[src/rtl/mips_ctrl_pkg.sv]
// Purpose: shared constants for the mips multi-cycle controller: opcode/funct codes,
//          FSM state encoding, instruction classes and ALU/NPC/WA/WD select codes.
// Latency: n/a (declarations only).   Backpressure: n/a.
package mips_ctrl_pkg;

   // primary opcodes (IR[31:26])
   localparam logic [5:0] OP_RTYPE = 6'h00;
   localparam logic [5:0] OP_J     = 6'h02;
   localparam logic [5:0] OP_JAL   = 6'h03;
   localparam logic [5:0] OP_BEQ   = 6'h04;
   localparam logic [5:0] OP_ADDIU = 6'h09;
   localparam logic [5:0] OP_ORI   = 6'h0D;
   localparam logic [5:0] OP_LUI   = 6'h0F;
   localparam logic [5:0] OP_LW    = 6'h23;
   localparam logic [5:0] OP_SW    = 6'h2B;

   // R-type funct codes (IR[5:0])
   localparam logic [5:0] FN_SLL  = 6'h00;
   localparam logic [5:0] FN_JR   = 6'h08;
   localparam logic [5:0] FN_ADDU = 6'h21;
   localparam logic [5:0] FN_SUBU = 6'h23;
   localparam logic [5:0] FN_AND  = 6'h24;
   localparam logic [5:0] FN_OR   = 6'h25;
   localparam logic [5:0] FN_SLT  = 6'h2A;

   // ALU operation codes
   localparam logic [2:0] ALU_ADD = 3'd0;
   localparam logic [2:0] ALU_SUB = 3'd1;
   localparam logic [2:0] ALU_AND = 3'd2;
   localparam logic [2:0] ALU_OR  = 3'd3;
   localparam logic [2:0] ALU_SLT = 3'd4;
   localparam logic [2:0] ALU_SLL = 3'd5;
   localparam logic [2:0] ALU_LUI = 3'd6;

   // next-PC select
   localparam logic [1:0] NPC_PC4 = 2'd0;
   localparam logic [1:0] NPC_BR  = 2'd1;
   localparam logic [1:0] NPC_JMP = 2'd2;
   localparam logic [1:0] NPC_RS  = 2'd3;

   // register-file write address / write data selects
   localparam logic [1:0] WA_RT  = 2'd0;
   localparam logic [1:0] WA_RD  = 2'd1;
   localparam logic [1:0] WA_RA  = 2'd2;
   localparam logic [1:0] WD_ALU = 2'd0;
   localparam logic [1:0] WD_DM  = 2'd1;
   localparam logic [1:0] WD_PC  = 2'd2;

   typedef enum logic [3:0] {
      S_FETCH, S_DECODE, S_EXE_R, S_EXE_I, S_ALU_WB, S_MEM_ADR,
      S_MEM_RD, S_MEM_WB, S_MEM_WR, S_BRANCH, S_JUMP, S_TRAP
   } state_t;

   typedef enum logic [3:0] {
      C_ALU_R, C_ALU_I, C_LW, C_SW, C_BEQ, C_J, C_JAL, C_JR, C_ILL
   } iclass_t;

endpackage

[src/rtl/mips_ctrl_dec.sv]
// Purpose: combinational decode of op/funct into instruction class, ALU op and ext op.
// Latency: 0 cycles (pure combinational).   Backpressure: none.
// Ports: i_op/i_funct from IR; o_cls class, o_alu_op ALU code, o_ext_op 1=sign-extend.
module mips_ctrl_dec
   import mips_ctrl_pkg::*;
(
   input  logic [5:0] i_op,
   input  logic [5:0] i_funct,
   output iclass_t    o_cls,
   output logic [2:0] o_alu_op,
   output logic       o_ext_op
);

   always_comb begin
      o_cls    = C_ILL;
      o_alu_op = ALU_ADD;
      o_ext_op = 1'b0;
      case (i_op)
         OP_RTYPE: begin
            case (i_funct)
               FN_ADDU: begin o_cls = C_ALU_R; o_alu_op = ALU_ADD; end
               FN_SUBU: begin o_cls = C_ALU_R; o_alu_op = ALU_SUB; end
               FN_AND:  begin o_cls = C_ALU_R; o_alu_op = ALU_AND; end
               FN_OR:   begin o_cls = C_ALU_R; o_alu_op = ALU_OR;  end
               FN_SLT:  begin o_cls = C_ALU_R; o_alu_op = ALU_SLT; end
               FN_SLL:  begin o_cls = C_ALU_R; o_alu_op = ALU_SLL; end
               FN_JR:   o_cls = C_JR;
               default: o_cls = C_ILL;
            endcase
         end
         OP_ADDIU: begin o_cls = C_ALU_I; o_alu_op = ALU_ADD; o_ext_op = 1'b1; end
         OP_ORI:   begin o_cls = C_ALU_I; o_alu_op = ALU_OR;  end
         OP_LUI:   begin o_cls = C_ALU_I; o_alu_op = ALU_LUI; end
         OP_LW:    o_cls = C_LW;
         OP_SW:    o_cls = C_SW;
         OP_BEQ:   o_cls = C_BEQ;
         OP_J:     o_cls = C_J;
         OP_JAL:   o_cls = C_JAL;
         default:  o_cls = C_ILL;
      endcase
   end

endmodule

[src/rtl/mips_mc_ctrl.sv]
// Purpose: multi-cycle control FSM sequencing the mips datapath (PC, IR, RF, ALU, DM).
// Latency: beq/j/jal/jr 3, R/I-ALU/sw 4, lw 5 cycles (plus memory wait cycles).
// Backpressure: with MC_MEM_WAIT_EN defined, MEM_RD/MEM_WR hold until dmem_rdy=1.
// Ports: clk/rst (sync, active-high); op/funct from IR; zero from ALU; outputs are the
//   datapath write enables and mux selects, instr_done pulse, sticky illegal, state.
// Option macro: MC_MEM_WAIT_EN adds the dmem_rdy input; undefined = single-cycle memory.
module mips_mc_ctrl
   import mips_ctrl_pkg::*;
#(
   parameter int ALUOP_W         = 3,
   parameter bit TRAP_ON_ILLEGAL = 1'b1
) (
   input  logic               clk,
   input  logic               rst,
   input  logic [5:0]         op,
   input  logic [5:0]         funct,
   input  logic               zero,
   output logic               pc_we,
   output logic [1:0]         npc_sel,
   output logic               ir_we,
   output logic               rf_we,
   output logic [1:0]         rf_wa_sel,
   output logic [1:0]         rf_wd_sel,
   output logic               ext_op,
   output logic               alu_srcb,
   output logic [ALUOP_W-1:0] alu_op,
   output logic               dm_we,
   output logic               instr_done,
   output logic               illegal,
   output logic [3:0]         state
`ifdef MC_MEM_WAIT_EN
   ,
   input  logic               dmem_rdy
`endif
);

   state_t     r_state, w_next;
   iclass_t    w_cls;
   logic [2:0] w_dec_alu, w_alu_op;
   logic       w_dec_ext, w_mem_rdy;
   logic       w_pc_we, w_ir_we, w_rf_we, w_ext_op, w_alu_srcb, w_dm_we, w_done, w_illegal;
   logic [1:0] w_npc_sel, w_wa_sel, w_wd_sel;

`ifdef MC_MEM_WAIT_EN
   assign w_mem_rdy = dmem_rdy;
`else
   assign w_mem_rdy = 1'b1;
`endif

   // IR is loaded at the end of FETCH and stays stable for the rest of the
   // instruction, so the class can be decoded live in every later state.
   mips_ctrl_dec u_dec (
      .i_op     (op),
      .i_funct  (funct),
      .o_cls    (w_cls),
      .o_alu_op (w_dec_alu),
      .o_ext_op (w_dec_ext)
   );

   always_ff @(posedge clk) begin
      if (rst) r_state <= S_FETCH;
      else     r_state <= w_next;
   end

   always_comb begin
      w_next     = r_state;
      w_pc_we    = 1'b0;
      w_npc_sel  = NPC_PC4;
      w_ir_we    = 1'b0;
      w_rf_we    = 1'b0;
      w_wa_sel   = WA_RT;
      w_wd_sel   = WD_ALU;
      w_ext_op   = 1'b0;
      w_alu_srcb = 1'b0;
      w_alu_op   = ALU_ADD;
      w_dm_we    = 1'b0;
      w_done     = 1'b0;
      w_illegal  = 1'b0;
      case (r_state)
         S_FETCH: begin
            w_ir_we = 1'b1;
            w_pc_we = 1'b1;
            w_next  = S_DECODE;
         end
         S_DECODE: begin
            case (w_cls)
               C_ALU_R:       w_next = S_EXE_R;
               C_ALU_I:       w_next = S_EXE_I;
               C_LW, C_SW:    w_next = S_MEM_ADR;
               C_BEQ:         w_next = S_BRANCH;
               C_J, C_JAL, C_JR: w_next = S_JUMP;
               default: begin
                  if (TRAP_ON_ILLEGAL) begin
                     w_next = S_TRAP;
                  end else begin
                     // treated as a NOP that retires here
                     w_next = S_FETCH;
                     w_done = 1'b1;
                  end
               end
            endcase
         end
         S_EXE_R: begin
            w_alu_op = w_dec_alu;
            w_next   = S_ALU_WB;
         end
         S_EXE_I: begin
            w_alu_srcb = 1'b1;
            w_ext_op   = w_dec_ext;
            w_alu_op   = w_dec_alu;
            w_next     = S_ALU_WB;
         end
         S_ALU_WB: begin
            w_rf_we  = 1'b1;
            w_wa_sel = (w_cls == C_ALU_R) ? WA_RD : WA_RT;
            w_done   = 1'b1;
            w_next   = S_FETCH;
         end
         S_MEM_ADR: begin
            w_alu_srcb = 1'b1;
            w_ext_op   = 1'b1;
            w_next     = (w_cls == C_LW) ? S_MEM_RD : S_MEM_WR;
         end
         S_MEM_RD: begin
            if (w_mem_rdy) w_next = S_MEM_WB;
         end
         S_MEM_WB: begin
            w_rf_we  = 1'b1;
            w_wd_sel = WD_DM;
            w_done   = 1'b1;
            w_next   = S_FETCH;
         end
         S_MEM_WR: begin
            w_dm_we = 1'b1;
            if (w_mem_rdy) begin
               w_done = 1'b1;
               w_next = S_FETCH;
            end
         end
         S_BRANCH: begin
            w_alu_op  = ALU_SUB;
            w_npc_sel = NPC_BR;
            w_pc_we   = zero;     // the only Mealy output
            w_done    = 1'b1;
            w_next    = S_FETCH;
         end
         S_JUMP: begin
            w_pc_we = 1'b1;
            case (w_cls)
               C_JAL: begin
                  w_npc_sel = NPC_JMP;
                  w_rf_we   = 1'b1;
                  w_wa_sel  = WA_RA;
                  w_wd_sel  = WD_PC;
               end
               C_JR:    w_npc_sel = NPC_RS;
               default: w_npc_sel = NPC_JMP;
            endcase
            w_done = 1'b1;
            w_next = S_FETCH;
         end
         S_TRAP: begin
            w_illegal = 1'b1;
         end
         default: w_next = S_FETCH;
      endcase
   end

   // reset overrides everything so an aborted instruction cannot write anything
   assign pc_we      = rst ? 1'b0 : w_pc_we;
   assign npc_sel    = rst ? 2'd0 : w_npc_sel;
   assign ir_we      = rst ? 1'b0 : w_ir_we;
   assign rf_we      = rst ? 1'b0 : w_rf_we;
   assign rf_wa_sel  = rst ? 2'd0 : w_wa_sel;
   assign rf_wd_sel  = rst ? 2'd0 : w_wd_sel;
   assign ext_op     = rst ? 1'b0 : w_ext_op;
   assign alu_srcb   = rst ? 1'b0 : w_alu_srcb;
   assign alu_op     = rst ? '0   : ALUOP_W'(w_alu_op);
   assign dm_we      = rst ? 1'b0 : w_dm_we;
   assign instr_done = rst ? 1'b0 : w_done;
   assign illegal    = rst ? 1'b0 : w_illegal;
   assign state      = r_state;

endmodule

[config.mk]
export PLATFORM = sky130hd
export DESIGN_NAME = mips_mc_ctrl
export DESIGN_NICKNAME = d
export VERILOG_FILES = /design/src/rtl/mips_ctrl_pkg.sv /design/src/rtl/mips_ctrl_dec.sv /design/src/rtl/mips_mc_ctrl.sv
export SDC_FILE = /design/constraint.sdc
export NUM_CORES = 1
export LEC_CHECK = 0
export CAP_MARGIN = 20
export CORE_MARGIN = 2
export CORE_UTILIZATION = 56
export DETAILED_ROUTE_END_ITERATION = 7
export DONT_BUFFER_PORTS = 1
export GPL_ROUTABILITY_DRIVEN = 0
export GPL_TIMING_DRIVEN = 0
export PLACE_DENSITY = 0.68
export SETUP_SLACK_MARGIN = 0.4
export SLEW_MARGIN = 20
export SYNTH_ARGS = -nofsm -noshare
export SYNTH_HDL_FRONTEND = slang
export SYNTH_HIERARCHICAL = 1
export SYNTH_SLANG_ARGS = --single-unit
[constraint.sdc]
create_clock -name clk -period 8 [get_ports clk]
set_clock_uncertainty 0.1 [all_clocks]
set_input_delay 2.4 -clock clk [delete_from_list [all_inputs] [get_ports clk]]
set_output_delay 2.4 -clock clk [all_outputs]
set_load 0.01 [all_outputs]
== Yosys cells after proc, flatten, opt, wreduce, memory -nomap -nowiden ==
Index checks and enable logic that the tools add are counted.

* Input port bits: 15
* Bits in registers: 4
* Output and inout bits: 21

* Mux-type cells: 36
* Equal/unequal tests: 32
* Reduce and logical (&&, ||, !) cells: 13

{| class="wikitable"
|+ Operator list
! kind !! number
|-
| 6-bit == test (second input constant) || 7
|-
| 4-bit by 3-bit == test with 1-bit output (second input constant) || 8
|-
| 4-bit one-hot mux with 7 select lines || 1
|-
| 6-bit by 4-bit == test with 1-bit output (second input constant) || 4
|-
| 4-bit one-hot mux with 6 select lines || 1
|-
| 4-bit one-hot mux with 5 select lines || 1
|-
| 1-bit 2-to-1 mux || 17
|-
| 4-bit by 2-bit == test with 1-bit output (second input constant) || 4
|-
| 4-bit == test (second input constant) || 4
|-
| 3-bit one-hot mux with 5 select lines || 1
|-
| 6-bit by 2-bit == test with 1-bit output (second input constant) || 2
|-
| 6-bit logical NOT || 2
|-
| 2-bit one-hot mux with 2 select lines || 3
|-
| 2-bit OR reduction || 5
|-
| 3-bit one-hot mux with 3 select lines || 1
|-
| 4-bit by 1-bit == test with 1-bit output (second input constant) || 2
|-
| 4-bit logical NOT || 2
|-
| 2-bit 2-to-1 mux || 4
|-
| 4-bit one-hot mux with 2 select lines || 1
|-
| 6-bit by 3-bit == test with 1-bit output (second input constant) || 1
|-
| 1-bit one-hot mux with 2 select lines || 3
|-
| 3-bit one-hot mux with 2 select lines || 1
|-
| 3-bit OR reduction || 2
|-
| 6-bit OR reduction || 1
|-
| other kinds (3) || 3
|}

== Longest topological paths before layout ==
* Depth in word-level cells: 8
* Mapped depth: 8
* Depth with buffers taken out: 8

== Modules after synthesis ==
Netlist, hierarchy kept.

{| class="wikitable"
|+ By module, submodules not included
! module !! cells each !! times used !! area each (um^2) !! sequential area each (um^2)
|-
| mips_mc_ctrl || 76 || 1 || 509.2 || 80.1
|-
| mips_ctrl_dec || 43 || 1 || 292.8 || 0.0
|}

== Worst setup path after synthesis ==
Ideal clock, no wire load.

* Path kind: input port to output port
* Start point: input funct[0]
* End point: output npc_sel[0]
* Slack: 1.254 ns
* Stages: 7
* Arrival time: 4.246 ns
* Cell sequence: or4b_4 > nor3_2 > o21ai_1 > a2111oi_2 > nor2b_1 > nand4_1 > a21oi_1

* Word-level cells in the longest chain between the ends: 8
* Elaborated cells between the ends (all ways): 14
* Those cells by class: eq/ne (7); mux (5); reduce/logical (2)

{| class="wikitable"
|+ Ends and longest elaborated chain
! what !! RTL line !! source
|-
| start, declared || mips_mc_ctrl.sv:16 || <nowiki>input logic [5:0] funct,</nowiki>
|-
| 6-bit == test or 6-bit logical NOT (tied branches) || mips_ctrl_dec.sv:20 || <nowiki>case (i_funct)</nowiki>
|-
| 6-bit OR reduction (no line) || n/a ||
|-
| 4-bit one-hot mux with 2 select lines (*) || mips_ctrl_dec.sv:20 ||
|-
| 4-bit one-hot mux with 7 select lines (*) || mips_ctrl_dec.sv:18 || <nowiki>case (i_op)</nowiki>
|-
| via w_cls[2] || mips_mc_ctrl.sv:38 || <nowiki>iclass_t w_cls;</nowiki>
|-
| 4-bit by 3-bit == test with 1-bit output (*) || mips_mc_ctrl.sv:149 || <nowiki>case (w_cls)</nowiki>
|-
| 1-bit 2-to-1 mux (*) || mips_mc_ctrl.sv:149 ||
|-
| 2-bit one-hot mux with 2 select lines (*) || mips_mc_ctrl.sv:79 || <nowiki>case (r_state)</nowiki>
|-
| 2-bit 2-to-1 mux (*) || mips_mc_ctrl.sv:171 || <nowiki>assign npc_sel = rst ? 2'd0 : w_npc_sel;</nowiki>
|-
| end, declared || mips_mc_ctrl.sv:19 || <nowiki>output logic [1:0] npc_sel,</nowiki>
|}

Mark *: on every way through the listed nets, which the timed path passes. The rest lies on a longest branch.

== Final worst setup path ==
* Start point: input funct[1]
* End point: output rf_wa_sel[0]

* Word-level cells in the longest chain between the ends: 8
* Elaborated cells between the ends (all ways): 14
* Those cells by class: eq/ne (6); mux (5); reduce/logical (3)

{| class="wikitable"
|+ Ends and longest elaborated chain
! what !! RTL line !! source
|-
| 6-bit == test or 6-bit logical NOT (tied branches) || mips_ctrl_dec.sv:20 ||
|-
| 6-bit OR reduction (no line) || n/a ||
|-
| 4-bit one-hot mux with 2 select lines (*) || mips_ctrl_dec.sv:20 ||
|-
| 4-bit one-hot mux with 7 select lines (*) || mips_ctrl_dec.sv:18 ||
|-
| via w_cls[3] || mips_mc_ctrl.sv:38 ||
|-
| 4-bit logical NOT (*) || mips_mc_ctrl.sv:115 || <nowiki>w_wa_sel = (w_cls == C_ALU_R) ? WA_RD : WA_RT;</nowiki>
|-
| 1-bit 2-to-1 mux (*) || mips_mc_ctrl.sv:115 ||
|-
| 2-bit one-hot mux with 2 select lines (*) || mips_mc_ctrl.sv:79 ||
|-
| 2-bit 2-to-1 mux (*) || mips_mc_ctrl.sv:174 || <nowiki>assign rf_wa_sel = rst ? 2'd0 : w_wa_sel;</nowiki>
|-
| end, declared || mips_mc_ctrl.sv:22 || <nowiki>output logic [1:0] rf_wa_sel,</nowiki>
|}

Marks and branches as above.

==> flow_summary.ini <==
[sta]
fin_crit_ns = 7.07
rsz0062_at_grt = false
tightestPinTransition_ns = 0.752
final_max_slew_viol_count = 0
layout_worst_path_cycle_share_pct = 88.4
worst_slew_margin_rel_pct = 49.5
achievable-frequency_mhz = 141
totalNegativeSetupSlack_ns = 0
setup_ws_ns = 0.930
setup_viol = 0
final-hold-violation-count = 0

[floorplanning]
chipWidth_um = 41.8
dieArea_um2 = 1750
die_height_um = 41.8
placeableCoreArea_um2 = 1320
floorplan.io_pins = 36
initial_core_util_pct = 60.9
rows = 13

[clocking]
cts_buffer_count = 3
ctsHtreeMaxLevel = 1
cts_resized = 0
clk_pin_slew_ns = 0.04
worstSkewPairLatency_ns = 0.23
clock_tree.root_cell = sky130_fd_sc_hd__clkbuf_4
cts.path.max_buffers = 2
cts_tree = built
cts_sinks = 4
cts_post_setup_buffers_inserted = 0
holdBufCountCts = 0

[grt]
grt_use_total_pct = 25.1
vias_in_the_first_global_route = 794
grt_max_degree = 11
wire_length_of_the_first_global_routing_pass_um = 3520
antenna_found_initial = 0
grt_ovf = 0

[synthesis]
yosysUniqueCellTypes = 46
syn_area_per_cell_um2 = 6.74
yosysWarnings = 6
share_of_flip_flops_with_an_asynchronous_set_or_reset_pct = 0
number_of_flip_flops_and_latches_in_the_synthesized_netlist = 4
synth-edff-count = 0
seq_area_frac_synth_pct = 9.98
mappedNetlistNets = 134
post_synth_instance_area_um2 = 802
postSynth.topFlopCell = sky130_fd_sc_hd__dfxtp_1
netlist_instances = 119

[place]
post_dp_cell_area_um2 = 821
port_buffers = 0
dp_hpwl_um = 1610
place_worst_setup_slack_ns = 1.03

[pwr]
p_leak_uw = 0.000271
post-layout-total-power_uw = 98.5
power-per-cell-area_nw_per_um2 = 117
power.ir.vdd_worst_uv = 98.7

[critical_path]
worst-setup-path-type = in2out
crit_slowest_cell = sky130_fd_sc_hd__a2111oi_0
cp-end-kind = output pin
critical_path_cell_sequence = or3_1 > a2111oi_0 > or4_1 > o211ai_1 > nor2_1 > nand3_1 > nor4_1
critical_path.startpoint_type = input port
critPathArrivalTime_ns = 4.57
slowest_delay_ns = 0.62
required_ns = 5.50
worst-path-max-fanout = 7

[job]
cap_viol_max_count = 0

[finish]
layout.cell_area.non_filler_um2 = 843
fraction_of_final_layout_cells_sized_beyond_drive_strength_1_pct = 16.4
design.final.nets = 139
flip_flop_count_of_the_largest_register_all_copies_and_words_added = 4
ant_cells = 0
mostFrequentLayoutCell = sky130_fd_sc_hd__nor2_1
synthToLayoutAreaGrowth_pct = 5.15
most_used_cells_in_the_layout_excluding_fill_and_tap_cells = 13 x sky130_fd_sc_hd__nor2_1, 10 x sky130_fd_sc_hd__nor3_1, 10 x sky130_fd_sc_hd__nand2_1

[drt]
wirelength_um = 2160
via_per_inst = 6.72
drcViolationCount = 0
drtIter0Drc = 32
wire_length_per_cell_um = 15.8
routed-via-count = 920
drtPass1Iterations = 4
antenna_violating_nets_post_route = 0

[worst_hold_path]
hold_class = reg2reg

[run_status]
outcome = completed
[worst paths after layout]
kind	start	to	slack, ns	cells after the start
min reg2reg	state[2]$_SDFFE_PP0P_	state[3]$_SDFFE_PP0P_	0.63	3
max	funct[1]	rf_wa_sel[0]	0.93	7
max reg2reg	state[2]$_SDFFE_PP0P_	state[1]$_SDFFE_PP0P_	6.61	4
min	state[2]$_SDFFE_PP0P_	state[3]$_SDFFE_PP0P_	0.63	3
[where the power goes]
part | internal [uW] | switching, uW | total, uW
combinational | 17.9 | 28.4 | 46.3
sequential | 22.6 | 5.47 | 28.1
clock | 16.7 | 7.40 | 24.1
total | 57.2 | 41.3 | 98.5
[critical path: cells and delay by family]
family             cells  cell delay (ns)
AOI/OAI and AO/OA      2             0.75
and+or+nand+nor        5             1.41
[per-stage QoR]
| stage | hold slack (ns) | cells | util (%) |
|---|---|---|---|
| detailed placement | 0.614 | 134 | 62.3 |
| floorplan | 0.540 | 119 | - |
| global placement | 0.612 | 134 | 62.3 |
| finish | 0.629 | 137 | 64.0 |
| CTS | 0.620 | 137 | 64.0 |
| global route | 0.656 | 137 | 64.0 |
[synth_stat cells, types with 2 or more instances]
cell type | n | area, um2
sky130_fd_sc_hd__nand4_1 | 4 | 25.0
sky130_fd_sc_hd__and3_1 | 2 | 12.5
sky130_fd_sc_hd__o31ai_1 | 2 | 15.0
sky130_fd_sc_hd__nor3_1 | 10 | 50.1
sky130_fd_sc_hd__nor4_1 | 2 | 12.5
sky130_fd_sc_hd__a21oi_1 | 9 | 45.0
sky130_fd_sc_hd__buf_4 | 4 | 30.0
sky130_fd_sc_hd__a31oi_1 | 4 | 25.0
sky130_fd_sc_hd__nand3_1 | 6 | 30.0
sky130_fd_sc_hd__nand2_1 | 10 | 37.5
sky130_fd_sc_hd__nor2b_1 | 6 | 37.5
sky130_fd_sc_hd__a22oi_1 | 2 | 15.0
sky130_fd_sc_hd__o21ai_1 | 2 | 10.0
sky130_fd_sc_hd__nand3b_1 | 2 | 15.0
sky130_fd_sc_hd__nand2b_1 | 4 | 25.0
sky130_fd_sc_hd__o21ai_0 | 2 | 10.0
sky130_fd_sc_hd__nor3_2 | 3 | 30.0
sky130_fd_sc_hd__xnor2_1 | 2 | 17.5
sky130_fd_sc_hd__nor2_1 | 13 | 48.8
sky130_fd_sc_hd__dfxtp_1 | 4 | 80.1
[cell type report]
| class | count | area (um2) |
|---|---|---|
| sequential | 4 | 80.1 |
| fill | 133 | 474 |
| multi-input combinational | 108 | 679 |
| inverter | 2 | 7.51 |
| clock buffer | 3 | 22.5 |
| tap | 15 | 18.8 |
| buffer | 5 | 35.0 |
[per-layer routing]
layer	part of all wire (%)	vias up	track usage (%)
li1	-	470	-
met1	47	410	34.5
met2	45	40	37.8
met3	8.2	0	6.96
met4	0	0	7.10
met5	0	-	0
[cell families (layout without fill, tap and decap cells)]
logic type	after synthesis	count (layout)	synth area share, %
XOR/XNOR	2	2	2.18
flip-flops	4	4	9.98
AND/OR/NAND/NOR	75	75	56.3
buffers and inverters	7	10	5.30
AO/OA/AOI/OAI	31	31	26.2
Note: power is estimated with default switching activity, not from simulation.
